<file path="config.mk">
export PLATFORM = sky130hd
export DESIGN_NAME = karatsuba_combine_seq
export DESIGN_NICKNAME = d
export VERILOG_FILES = /design/src/rtl/karatsuba_combine_seq.sv
export SDC_FILE = /design/constraint.sdc
export NUM_CORES = 1
export LEC_CHECK = 0
export CELL_PAD_IN_SITES_DETAIL_PLACEMENT = 1
export CELL_PAD_IN_SITES_GLOBAL_PLACEMENT = 1
export CORE_MARGIN = 3
export CORE_UTILIZATION = 50
export CTS_BUF_LIST = sky130_fd_sc_hd__clkbuf_4 sky130_fd_sc_hd__clkbuf_8 sky130_fd_sc_hd__clkbuf_16
export DETAILED_ROUTE_END_ITERATION = 12
export GPL_ROUTABILITY_DRIVEN = 1
export PLACE_DENSITY_LB_ADDON = 0.15
export SLEW_MARGIN = 30
export SYNTH_ARGS = -nofsm -noshare
export SYNTH_HDL_FRONTEND = slang
export SYNTH_SLANG_ARGS = --single-unit
</file>
<file path="constraint.sdc">
create_clock -name clk -period 13.25 [get_ports clk]
set_input_delay 2.65 -clock clk [delete_from_list [all_inputs] [get_ports clk]]
set_output_delay 2.65 -clock clk [all_outputs]
set_load 0.1 [all_outputs]
</file>
<file path="src/rtl/karatsuba_combine_seq.sv">
// karatsuba_combine_seq: 32x32 multiply through one shared 17x17 multiplier over three cycles, Karatsuba recombine, valid/ready handshake.
// Ports: clk; rst (async active-low); in_valid/in_ready with xl,xr,yl,yr halves; out_valid/out_ready with 64b product p; busy (not IDLE); err (sticky self-check flag).
// Optional: define KARATSUBA_CHECK_EN to build a direct-product checker driving err; otherwise err is tied to 0.
module karatsuba_combine_seq #(
  parameter int HW = 16
) (
  input  logic            clk,
  input  logic            rst,
  input  logic            in_valid,
  output logic            in_ready,
  input  logic [HW-1:0]   xl,
  input  logic [HW-1:0]   xr,
  input  logic [HW-1:0]   yl,
  input  logic [HW-1:0]   yr,
  output logic            out_valid,
  input  logic            out_ready,
  output logic [4*HW-1:0] p,
  output logic            busy,
  output logic            err
);
  typedef enum logic [2:0] {IDLE, MUL_HI, MUL_LO, MUL_MID, COMBINE, DONE} state_t;
  state_t state;
  logic [HW-1:0] xl_q, xr_q, yl_q, yr_q;
  logic [2*HW-1:0] z2, z0;
  logic [2*HW+1:0] zm, mid, prod;
  logic [HW:0] sx, sy, ma, mb;
  logic [4*HW-1:0] p_next;
  assign in_ready = state == IDLE;
  assign busy = state != IDLE;
  assign sx = {1'b0, xl_q} + {1'b0, xr_q};
  assign sy = {1'b0, yl_q} + {1'b0, yr_q};
  // One multiplier shared by the three MUL states; MUL_MID takes the 17b sums.
  always_comb begin
    ma = state == MUL_HI ? {1'b0, xl_q} : state == MUL_LO ? {1'b0, xr_q} : sx;
    mb = state == MUL_HI ? {1'b0, yl_q} : state == MUL_LO ? {1'b0, yr_q} : sy;
  end
  assign prod = (2*HW+2)'(ma) * (2*HW+2)'(mb);
  // zm >= z2 + z0 always, so the 34b middle term never wraps.
  assign mid = zm - (2*HW+2)'(z2) - (2*HW+2)'(z0);
  assign p_next = {z2, {(2*HW){1'b0}}} + ((4*HW)'(mid) << HW) + (4*HW)'(z0);
  always_ff @(posedge clk or negedge rst) begin
    if (!rst) begin
      state <= IDLE;
      xl_q <= '0;
      xr_q <= '0;
      yl_q <= '0;
      yr_q <= '0;
      z2 <= '0;
      z0 <= '0;
      zm <= '0;
      p <= '0;
      out_valid <= 1'b0;
    end else begin
      case (state)
        IDLE: if (in_valid) begin
          xl_q <= xl;
          xr_q <= xr;
          yl_q <= yl;
          yr_q <= yr;
          state <= MUL_HI;
        end
        MUL_HI: begin
          z2 <= prod[2*HW-1:0];
          state <= MUL_LO;
        end
        MUL_LO: begin
          z0 <= prod[2*HW-1:0];
          state <= MUL_MID;
        end
        MUL_MID: begin
          zm <= prod;
          state <= COMBINE;
        end
        COMBINE: begin
          p <= p_next;
          out_valid <= 1'b1;
          state <= DONE;
        end
        DONE: if (out_ready) begin
          out_valid <= 1'b0;
          state <= IDLE;
        end
        default: state <= IDLE;
      endcase
    end
  end
`ifdef KARATSUBA_CHECK_EN
  logic [4*HW-1:0] ref_p;
  always_ff @(posedge clk or negedge rst) begin
    if (!rst) begin
      ref_p <= '0;
      err <= 1'b0;
    end else begin
      if (state == IDLE && in_valid) ref_p <= (4*HW)'({xl, xr}) * (4*HW)'({yl, yr});
      if (state == COMBINE && p_next != ref_p) err <= 1'b1;
    end
  end
`else
  assign err = 1'b0;
`endif
endmodule

</file>
Yosys cells after proc, flatten, opt, wreduce, memory -nomap -nowiden

Index checks and enable logic that the tools add are counted.
Widths: inputs -> output; s select.

Multiply operators: 1
Multiplexer cells: 9
Shift operators: 0
$lt $le $gt $ge: 0
Reductions and logical operators: 6
Add/subtract/negate cells: 6
Equality and inequality tests: 7
Div/mod/pow operators: 0
Bitwise logic cells: 0

Operators by type and width:

| cell               | number |
|---|---|
| $mux 17            | 4 |
| $sub 34x32->34     | 2 |
| $add 64x32->64     | 1 |
| $add 64x50->64     | 1 |
| $add 16x16->17     | 2 |
| $mul 17x17->34     | 1 |
| $pmux 3 s6         | 1 |
| $eq 3x2->1 const B | 2 |
| $eq 3x3->1 const B | 2 |
| $mux 3             | 2 |
| $reduce_and 2->1   | 3 |
| $ne 2x2->1 const B | 2 |
| $eq 3x1->1 const B | 1 |
| $logic_not 3->1    | 1 |
| $reduce_bool 3->1  | 1 |
| $pmux 1 s2         | 1 |
| $reduce_bool 2->1  | 1 |
| $mux 1             | 1 |

Register bits: 230
Memory bits (read-only): 0
Latch bits: 0
Bits of input ports: 68
RAM bits: 0
Word-level logic and storage cells: 39
Memories: 0
Output and inout bits: 68

Longest topological paths before layout

Gate-level depths: netlist of run 1.

Depth after elaboration: 4
Gate-level depth with buffers: 33
Gate-level depth less buffers: 33

Least setup slack after synthesis of run 1

OpenSTA, ideal clock, no wires.

Path kind: reg2reg
Start: register yl_q[1]
End: register z0[31]
Data required time: 13.185 ns
Cell stages (with the launch flop): 30
Buffers on the path: 0
Arrival time: 8.050 ns
Period minus slack after synthesis: 8.115 ns
Slack: 5.135 ns
Library setup time: 0.065 ns
Cells stage by stage: dfrtp_1 > ha_1 > a21o_1 > a21o_1 > a2111oi_2 > nor4_1 > o311a_1 > o21ai_1 > mux2i_1 > o21a_1 > nand2_1 > fa_1 > fa_1 > inv_1 > fa_1 > fa_1 > fa_1 > inv_1 > fa_1 > inv_1 > ha_1 > a21oi_1 > nor2b_1 > a211o_1 > and3_1 > a21boi_1 > nor4b_2 > or3b_1 > a211oi_2 > mux2_2

Word-level cells in the longest chain between the ends: 4

RTL lines:

| what                     | line | RTL |
|---|---|---|
| start: declaration       | 23   | `logic [HW-1:0] xl_q, xr_q, yl_q, yr_q;` |
| start signal: assignment | 58   | `yl_q <= yl;` |
| $add 16x16->17           | 31   | `assign sy = {1'b0, yl_q} + {1'b0, yr_q};` |
| $mux 17                  | 35   | `mb = state == MUL_HI ? {1'b0, yl_q} : state == MUL_LO ? {1'b0, yr_q} : sy;` |
| $mux 17 *                | 35   |  |
| $mul 17x17->34 *         | 37   | `assign prod = (2*HW+2)'(ma) * (2*HW+2)'(mb);` |
| end signal: assignment   | 67   | `z0 <= prod[2*HW-1:0];` |
| end: declaration         | 24   | `logic [2*HW-1:0] z2, z0;` |

Mark *: on every way between the ends. The rest lies on a longest branch, timed or not.
A chain may end at the register's enable or synchronous reset.

Worst setup path after layout of run 1

Start: register xl_q[0]
End: register z2[31]

Word-level cells in the longest chain between the ends: 4

RTL lines:

| what                     | line | RTL |
|---|---|---|
| start: declaration       | 23   |  |
| start signal: assignment | 56   | `xl_q <= xl;` |
| $add 16x16->17           | 30   | `assign sx = {1'b0, xl_q} + {1'b0, xr_q};` |
| $mux 17                  | 34   | `ma = state == MUL_HI ? {1'b0, xl_q} : state == MUL_LO ? {1'b0, xr_q} : sx;` |
| $mux 17 *                | 34   |  |
| $mul 17x17->34 *         | 37   |  |
| end signal: assignment   | 63   | `z2 <= prod[2*HW-1:0];` |
| end: declaration         | 24   |  |

Marks and branches as above.

==> key figures, run 1 <==
Status
  – Status: finished, final reports clean

Logic synthesis
  – Syn avg cell area: 9.01 um2
  – Post-synthesis sequential area ratio: 23.9%
  – Post-synth top cells: nand2_1 (434), inv_1 (356), fa_1 (259), dfrtp_1 (230), ha_1 (209)
  – Synth top area cells: dfrtp_1 (24%), fa_1 (22%), ha_1 (11%), nand2_1 (6.8%), inv_1 (5.5%)
  – Async set-reset flop share out of synthesis: 100%
  – Area leader, netlist: dfrtp_1
  – Post-synth top area share: 23.9%
  – Most common cell in the synthesized netlist: nand2_1
  – FF+latch count, synth: 230
  – Post-Syn Area: 0.0241 mm2
  – YS warnings: 0
  – Syn Inst Count: 2673
  – Post-synth cell types: 84
  – EDFF count, synth: 0
  – Syn nets: 3209
  – Top FF cell, synth: dfrtp_1

STA
  – Minimum clock period: 9050 ps
  – RSZ-0062 raised after global routing: no
  – Setup TNS: 0 ps
  – Max Fclk: 111 MHz
  – Max-slew headroom: 32.6%
  – Final Hold Viols: 0
  – Setup violations, final: 0
  – Fin. max-slew vios: 0
  – Final period util: 68.3%
  – Worst Max-Slew Pin Slew: 1010 ps
  – Clk_skew: 30.9 ps

Floorplanning
  – IO Count: 136
  – Std cell rows: 79
  – Die width: 225 um
  – Die height: 225 um
  – Core region area: 0.0471 mm2
  – Die ar.: 0.0508 mm2
  – Starting Density: 51.2%

Clock network
  – Postcts setup bufs: 0
  – Root buffer cell: clkbuf_16
  – Post-cts sizing count: 0
  – CTS hold repair buffers: 0
  – Clk_lat worst skew: 590 ps
  – CTS Buffer Depth: 3
  – Worst-path clk slew: 60 ps
  – CTS tree: built
  – TritonCTS buffer count: 29
  – H-tree depth: 1
  – Clk sinks: 230

Worst setup path
  – Slowest CP cell: fa_1
  – Max incr delay on CP: 550 ps
  – Endpoint type of the worst setup path: flop
  – Critical path's top delay family: adder cells
  – Worst path bufs/invs: 3
  – Most numerous cell on the critical path: fa_1
  – Crit path DAT: 9570 ps
  – Startpoint Class: flop
  – CP max FO: 14
  – Crit path kind: flop to flop
  – Worst endpoint required time: 13770 ps

GRT
  – Vias in the first global route: 22.0k
  – Overflow after GRT: 0
  – First-pass GRT wire length: 124 mm
  – Pin count of the biggest net entering global routing: 91
  – Initial antenna violation count: 0
  – All-Layer GR Usage: 31.5%

Job
  – Max Cap Violations: 0

Routing
  – Routed WL: 78.5 mm
  – DRC Markers: 0
  – Wire per inst: 23.1 um
  – DRT iter0 DRCs: 899
  – DRT antenna net count: 0
  – Pre-antenna DRT Iters: 5
  – DR vias/cell: 5.78
  – Via count: 19.6k

Placed design
  – IO Port Bufs: 134
  – Hpwl dp: 62.2 mm
  – Post-Place Cells: 3343
  – Gp weighted congestion: 0.912

Worst hold path
  – HP Class: flop to flop

Layout
  – Area delta synth->final: 13.0%
  – Final net count: 3303
  – Final Non-Filler Cells: 3396
  – Inserted Diodes: 0
  – Share of cells above drive strength 1: 7.35%
kinds of logic after synthesis:
kind of cell | Yosys count | share of synthesized area (%)
buffers and inverters | 456 | 7.14
other | 1 | 0.0156
multiplexers | 81 | 3.76
adder cells (fa/ha/maj) | 468 | 32.4
AO/OA/AOI/OAI | 554 | 14.3
XOR/XNOR | 123 | 4.47
AND/OR/NAND/NOR | 760 | 14.1
flip-flops | 230 | 23.9
cells in the final DEF, fill, tap and decap left out, drive strengths merged, types with 62 or more instances in the layout:
| cell | netlist | final |
|---|---|---|
| and2 | 69 | 69 |
| nor2 | 112 | 112 |
| inv | 356 | 359 |
| a21oi | 130 | 130 |
| a21o | 62 | 62 |
| fa | 259 | 259 |
| o21ai | 221 | 221 |
| xnor2 | 81 | 81 |
| dfrtp | 230 | 230 |
| mux2 | 75 | 75 |
| clkdlybuf4s50 | 0 | 128 |
| ha | 209 | 209 |
| nand2 | 434 | 434 |
metrics by stage:
stage | worst slack [ps] | instance area (um2) | hold slack [ps] | util (%)
3_5_place_dp | 4000 | 26100 | 469 | 55.4
3_3_place_gp | 4400 | 26100 | 461 | 55.4
2_1_floorplan | 5140 | 24100 | 450 | -
5_1_grt | 3670 | 27200 | 504 | 57.9
6_report | 4200 | 27200 | 474 | 57.9
4_1_cts | 3870 | 27200 | 482 | 57.7
state kept, by name, indices dropped and copies added, names as in the netlist:
signal and cells:
yr_q 16, state 3, xl_q 16, p 64, yl_q 16, xr_q 16
out_valid 1, zm 34, z0 32, z2 32
worst paths after layout:
| kind | from | end | slack [ps] | cells after the start |
|---|---|---|---|---|
| hold / removal | p[63]$_DFFE_PN0P_ | p[63]$_DFFE_PN0P_ | 470 | 2 |
| hold reg to reg | p[63]$_DFFE_PN0P_ | p[63]$_DFFE_PN0P_ | 470 | 2 |
| min in group asynchronous | rst | p[34]$_DFFE_PN0P_ | 2090 | 1 |
| setup reg to reg | xl_q[0]$_DFFE_PN0P_ | z2[31]$_DFFE_PN0P_ | 4200 | 30 |
| max in group asynchronous | rst | yr_q[15]$_DFFE_PN0P_ | 10000 | 2 |
| setup / recovery | xl_q[0]$_DFFE_PN0P_ | z2[31]$_DFFE_PN0P_ | 4200 | 30 |
routing by layer:
metal	global-route usage (%)	vias up	part of all wire, %
li1	-	8948	-
met1	36.6	9997	39
met3	3.04	200	3.4
met2	59.0	477	52
met5	0	-	0
met4	13.9	0	5.1
worst min-delay path: stages, from the launching register on:
cell and delay, ps:
dfrtp_1 330, nand2_1 50, o21ai_0 60
final cells by class:
| type | instances | area [um2] |
|---|---|---|
| multi-input combinational | 1987 | 16700 |
| fill | 5385 | 19800 |
| clock inverter | 19 | 299 |
| clock buffer | 34 | 788 |
| sequential | 230 | 5760 |
| inverter | 357 | 1340 |
| tap | 607 | 759 |
| timing repair buffer | 162 | 1540 |
Power of run 1 is left out: the tool's default activity adds up to more than one toggle a clock period on the data nets, which glitch-free logic cannot reach.
==> inputs of run 2 (changes only) <==
CORE_UTILIZATION = 48   (was 50)
clock period = 8.9 ns   (was 13.25 ns; I/O delays follow)
==> key figures, run 2 (synthesis results as in run 1) <==
Worst setup path
  – Worst setup endpoint: z0[31]$_DFFE_PN0P_
  – Crit path kind: flop to flop
  – Worst path bufs/invs: 2 (-1)
  – CP max FO: 7 (-7)
  – Worst endpoint required time: 9440 ps (-4330 ps)
  – Most numerous cell on the critical path: fa_1
  – Crit path DAT: 9030 ps (-540 ps)
  – Levels on crit path: 28 (-6.7%)
  – Critical path's top delay family: adder cells
  – Worst reg2reg endpoint: z0[31]$_DFFE_PN0P_
  – Max incr delay on CP: 570 ps (+20 ps)
  – Worst Reg-to-Reg Cells: 28 (-6.7%)
  – Worst r2r src: yl_q[0]$_DFFE_PN0P_
  – Setup slack, reg-to-reg: 400 ps (-3800 ps)
  – Endpoint type of the worst setup path: flop
  – Slowest CP cell: fa_1
  – Crit path from: yl_q[0]$_DFFE_PN0P_
  – Startpoint Class: flop

GRT
  – Vias in the first global route: 22.2k (+0.78%)
  – Pin count of the biggest net entering global routing: 120 (+32%)
  – All-Layer GR Usage: 29.7% (-1.8 points)
  – Overflow after GRT: 0 (unchanged)
  – Initial antenna violation count: 0 (unchanged)
  – First-pass GRT wire length: 123 mm (-0.73%)

STA
  – Clk_skew: 43.0 ps (+12.0 ps)
  – Final period util: 95.5% (+27 points)
  – Final setup margin: 401 ps (-3800 ps)
  – Worst Max-Slew Pin Slew: 1000 ps (-4.42 ps)
  – Hold WS: 475 ps (+1.60 ps)
  – Minimum clock period: 8500 ps (-550 ps)
  – Max Fclk: 118 MHz (+6.5%)
  – Fin. max-slew vios: 0 (unchanged)
  – Setup violations, final: 0 (unchanged)
  – Final Hold Viols: 0 (unchanged)
  – Max-slew headroom: 32.9% (+0.30 points)

Routing
  – DRT antenna net count: 0 (unchanged)
  – DRC Markers: 0 (unchanged)
  – DR vias/cell: 5.61 (-2.9%)
  – Wire per inst: 22.2 um (-4.1%)
  – Routed WL: 77.3 mm (-1.5%)
  – Via count: 19.6k (-0.32%)
  – DRT iter0 DRCs: 847 (-5.8%)
  – Pre-antenna DRT Iters: 5 (unchanged)

Clock network
  – Clk sinks: 230 (unchanged)
  – Worst-path clk slew: 70 ps (about the same)
  – Clk_lat worst skew: 600 ps (about the same)
  – CTS hold repair buffers: 0 (unchanged)
  – TritonCTS buffer count: 28 (-3.4%)
  – H-tree depth: 1 (unchanged)
  – Root buffer cell: clkbuf_16
  – CTS Buffer Depth: 3 (unchanged)
  – CTS tree: built

Status
  – Status: finished, final reports clean

Layout
  – Design Area, Final: 0.0274 mm2 (+0.76%)
  – Final net count: 3340 (+1.1%)
  – Final Util: 55.7% (-2.2 points)
  – Max reg flops: 64 (unchanged)
  – Biggest regs: p: 64 flops, zm: 34 flops
  – Area delta synth->final: 13.9%
  – Top reg by flops: p
  – Share of cells above drive strength 1: 8.47% (+1.1 points)
  – Commonest cells after routing, fill and taps aside: nand2_1 (433), inv_1 (356), fa_1 (259), dfrtp_1 (230), ha_1 (209)
  – Commonest non-fill, non-tap cell in the layout: nand2_1

Placed design
  – Hpwl dp: 62.5 mm (+0.56%)
  – IO Port Bufs: 134 (unchanged)
  – Pre-CTS worst setup slack: 191 ps (-3810 ps)
  – Gp weighted congestion: 0.910 (-0.18%)
  – Placed Area: 0.0263 mm2 (+0.99%)

Floorplanning
  – Die ar.: 0.0529 mm2 (+4.1%)
  – Core region area: 0.0493 mm2 (+4.7%)
  – Starting Density: 48.9% (-2.3 points)
  – IO Count: 136 (unchanged)
  – Die height: 230 um (+2.0%)
  – Std cell rows: 81 (+2.5%)
  – Die width: 230 um (+2.0%)

Job
  – Max Cap Violations: 0 (unchanged)

Worst hold path
  – HP Class: flop to flop
==> run 2: cell count changes in the layout (fill, tap and decap cells not counted), sizes merged <==
cell    before  now
buf         34   72
diode        0    1
clkbuf      34   37
clkinv       8    6
bufinv       7    2
inv        359  358
==> run 2: stage by stage <==
stage	cells	setup TNS [ps]
6_report	3487	0
5_1_grt	3486	-30.3
4_1_cts	3482	0
3_5_place_dp	3434	0
3_3_place_gp	3434	0
2_1_floorplan	2673	0
==> run 2: final cells by class <==
cell class | instances | area, um2
Antenna cell | 1 | 2.50
Clock buffer | 37 | 806
Clock inverter | 11 | 143
Fill cell | 5725 | 21800
Inverter | 357 | 1340
Multi-Input combinational cell | 1987 | 16700
Sequential cell | 230 | 5760
Tap cell | 664 | 831
Timing Repair Buffer | 200 | 1850
==> run 2: routing by layer <==
| layer | vias up | global-route usage (%) | wire length (um) |
|---|---|---|---|
| li1 | 9026 | - | - |
| met3 | 193 | 3.65 | 2670 |
| met5 | - | 0 | 0 |
| met1 | 9926 | 33.4 | 30100 |
| met4 | 0 | 14.3 | 4390 |
| met2 | 415 | 55.5 | 40200 |
==> run 2: worst min path at each step <==
stage / slack, ps / depth (start not counted) / endpoint / start
floorplan: 450 / 2 / z0[0]$_DFFE_PN0P_ / z0[0]$_DFFE_PN0P_
detailed placement: 470 / 2 / p[55]$_DFFE_PN0P_ / p[55]$_DFFE_PN0P_
global placement: 460 / 2 / out_valid$_DFFE_PN0P_ / out_valid$_DFFE_PN0P_
CTS: 480 / 2 / p[55]$_DFFE_PN0P_ / p[55]$_DFFE_PN0P_
global route: 510 / 2 / p[61]$_DFFE_PN0P_ / p[61]$_DFFE_PN0P_
finish: 480 / 2 / out_valid$_DFFE_PN0P_ / out_valid$_DFFE_PN0P_
==> run 2: worst min-delay path: cells and delay by family, from the launching register on <==
| kind | cells | cell delay (ps) |
|---|---|---|
| DFF | 1 | 340 |
| and+or+nand+nor | 2 | 100 |
==> run 2: timing repair <==
item,4_1_cts,5_1_grt
setup buffers,0,3
endpoints found under the setup margin,0,31
resized for setup,0,21
Power of run 2 is left out for the same reason.
==> inputs of run 3 (changes only) <==
clock period = 8.93 ns   (was 8.9 ns; I/O delays follow)
==> key figures, run 3 (synthesis results as in run 1) <==
Routing
  – DRT iter0 DRCs: 1015 (+20%)
  – DRT antenna net count: 0 (unchanged)
  – Pre-antenna DRT Iters: 5 (unchanged)
  – Wire per inst: 22.4 um (+0.98%)
  – DRC Markers: 0 (unchanged)
  – DR vias/cell: 5.64 (+0.49%)
  – Via count: 19.7k (+0.46%)
  – Routed WL: 78.1 mm (+0.95%)

Worst setup path
  – Worst endpoint required time: 9440 ps (about the same)
  – Worst reg2reg endpoint: z0[31]$_DFFE_PN0P_
  – Worst r2r src: yl_q[0]$_DFFE_PN0P_
  – Most numerous cell on the critical path: fa_1
  – Crit path DAT: 9110 ps (+80 ps)
  – Crit path from: yl_q[0]$_DFFE_PN0P_
  – Setup slack, reg-to-reg: 330 ps (-70 ps)
  – CP max FO: 9 (+2)
  – Crit path kind: flop to flop
  – Max incr delay on CP: 570 ps (about the same)
  – Startpoint Class: flop
  – Endpoint type of the worst setup path: flop
  – Worst Reg-to-Reg Cells: 30 (+7.1%)
  – Slowest CP cell: fa_1

STA
  – Final period util: 96.3% (+0.76 points)
  – Fin. max-slew vios: 0 (unchanged)
  – Max-slew headroom: 33.1% (+0.18 points)
  – Max Fclk: 116 MHz (-1.1%)
  – Minimum clock period: 8600 ps (+96.6 ps)
  – Clk_skew: 13.8 ps (-29.1 ps)
  – Setup TNS: 0 ps (unchanged)
  – RSZ-0062 raised after global routing: no
  – Worst Max-Slew Pin Slew: 1000 ps (-2.72 ps)
  – Final setup margin: 334 ps (-66.6 ps)
  – Setup violations, final: 0 (unchanged)
  – Final Hold Viols: 0 (unchanged)
  – Hold WS: 475 ps (+0.166 ps)

GRT
  – Initial antenna violation count: 0 (unchanged)
  – Pin count of the biggest net entering global routing: 117 (-2.5%)
  – All-Layer GR Usage: 29.8% (+0.079 points)
  – First-pass GRT wire length: 124 mm (+0.66%)
  – Overflow after GRT: 0 (unchanged)
  – Vias in the first global route: 22.0k (-0.90%)
  – Met1 Usage GRT: 35.1% (+1.7 points)
  – Global routing usage on met3: 2.56% (-1.1 points)
  – Met2 Use GR: 55.9% (+0.35 points)
  – Busiest grt layer: met2

Placed design
  – Hpwl dp: 62.4 mm (-0.20%)
  – Pre-CTS worst setup slack: 75.7 ps (-115 ps)
  – IO Port Bufs: 134 (unchanged)
  – Gp weighted congestion: 0.925 (+1.6%)

Layout
  – Biggest regs: p: 64 flops, zm: 34 flops
  – Inserted Diodes: 0 (-1)
  – Final net count: 3335 (-0.15%)
  – Commonest non-fill, non-tap cell in the layout: nand2_1
  – Max reg flops: 64 (unchanged)
  – Share of cells above drive strength 1: 8.68% (+0.21 points)
  – Commonest cells after routing, fill and taps aside: nand2_1 (433), inv_1 (356), fa_1 (259), dfrtp_1 (230), ha_1 (209)
  – Top reg by flops: p
  – Area delta synth->final: 14.2%
  – Fill cells: 5732 (+0.12%)

Floorplanning
  – Core region area: 0.0493 mm2 (unchanged)
  – Die width: 230 um (unchanged)
  – Std cell rows: 81 (unchanged)
  – Starting Density: 48.9% (unchanged)
  – Die ar.: 0.0529 mm2 (unchanged)
  – IO Count: 136 (unchanged)
  – Die height: 230 um (unchanged)

Clock network
  – CTS Buffer Depth: 3 (unchanged)
  – H-tree depth: 1 (unchanged)
  – CTS hold repair buffers: 0 (unchanged)
  – Clk_lat worst skew: 570 ps (-30 ps)
  – Worst-path clk slew: 60 ps (about the same)
  – Root buffer cell: clkbuf_16
  – CTS tree: built
  – TritonCTS buffer count: 29 (+3.6%)
  – Clk sinks: 230 (unchanged)

Status
  – Status: finished, final reports clean

Worst hold path
  – Hold Path Sink: z0[14]$_DFFE_PN0P_
  – HP Class: flop to flop
  – Hold_sp: z0[14]$_DFFE_PN0P_
  – Hold path cells: 2 (unchanged)

Job
  – Max Cap Violations: 0 (unchanged)
[run 3: through the flow]
step	std cells	utilization, %	cell area (um2)
2_1_floorplan	2673	-	24100
3_3_place_gp	3429	53.5	26400
3_5_place_dp	3429	53.4	26300
4_1_cts	3483	55.5	27300
5_1_grt	3486	55.8	27500
6_report	3486	55.8	27500
[run 3: routing by layer]
layer / wire length (um) / share of wire, % / up-vias
met5: 0 / 0 / -
met4: 3910 / 5.0 / 0
met3: 2800 / 3.6 / 176
met2: 40600 / 52 / 464
met1: 30700 / 39 / 9995
li1: - / - / 9015
[run 3: area by class of cell]
cell class | instances | area, um2 | area share [%]
multi-input combinational | 1987 | 16700 | 60.8
clock buffer | 37 | 811 | 2.95
sequential | 230 | 5760 | 20.9
timing repair buffer | 194 | 1830 | 6.66
tap | 664 | 831 | 3.02
clock inverter | 17 | 201 | 0.732
inverter | 357 | 1340 | 4.87
[run 3: how the worst max path moves through the flow]
stage                         endpoint  slack [ps]
finish              z0[31]$_DFFE_PN0P_         330
global route        zm[31]$_DFFE_PN0N_           2
CTS                 z0[31]$_DFFE_PN0P_          80
detailed placement  z0[31]$_DFFE_PN0P_          80
global placement    zm[33]$_DFFE_PN0N_         450
floorplan           z0[31]$_DFFE_PN0P_         820
[run 3: repair_timing]
action	4_1_cts	5_1_grt
resized for setup	1	28
cloned	0	0
pin swaps	0	7
buffers inserted	0	2
setup endpoints to repair	3	25
[run 3: critical path, delay by kind of cell, from the launching register on]
family,cells,cell delay [ps]
and+or+nand+nor,6,1260
muxes,1,200
adders and majority gates,9,4120
AOI/OAI and AO/OA,11,2360
DFF,1,430
buffers and inverters,3,170
Power of run 3 is left out for the same reason.
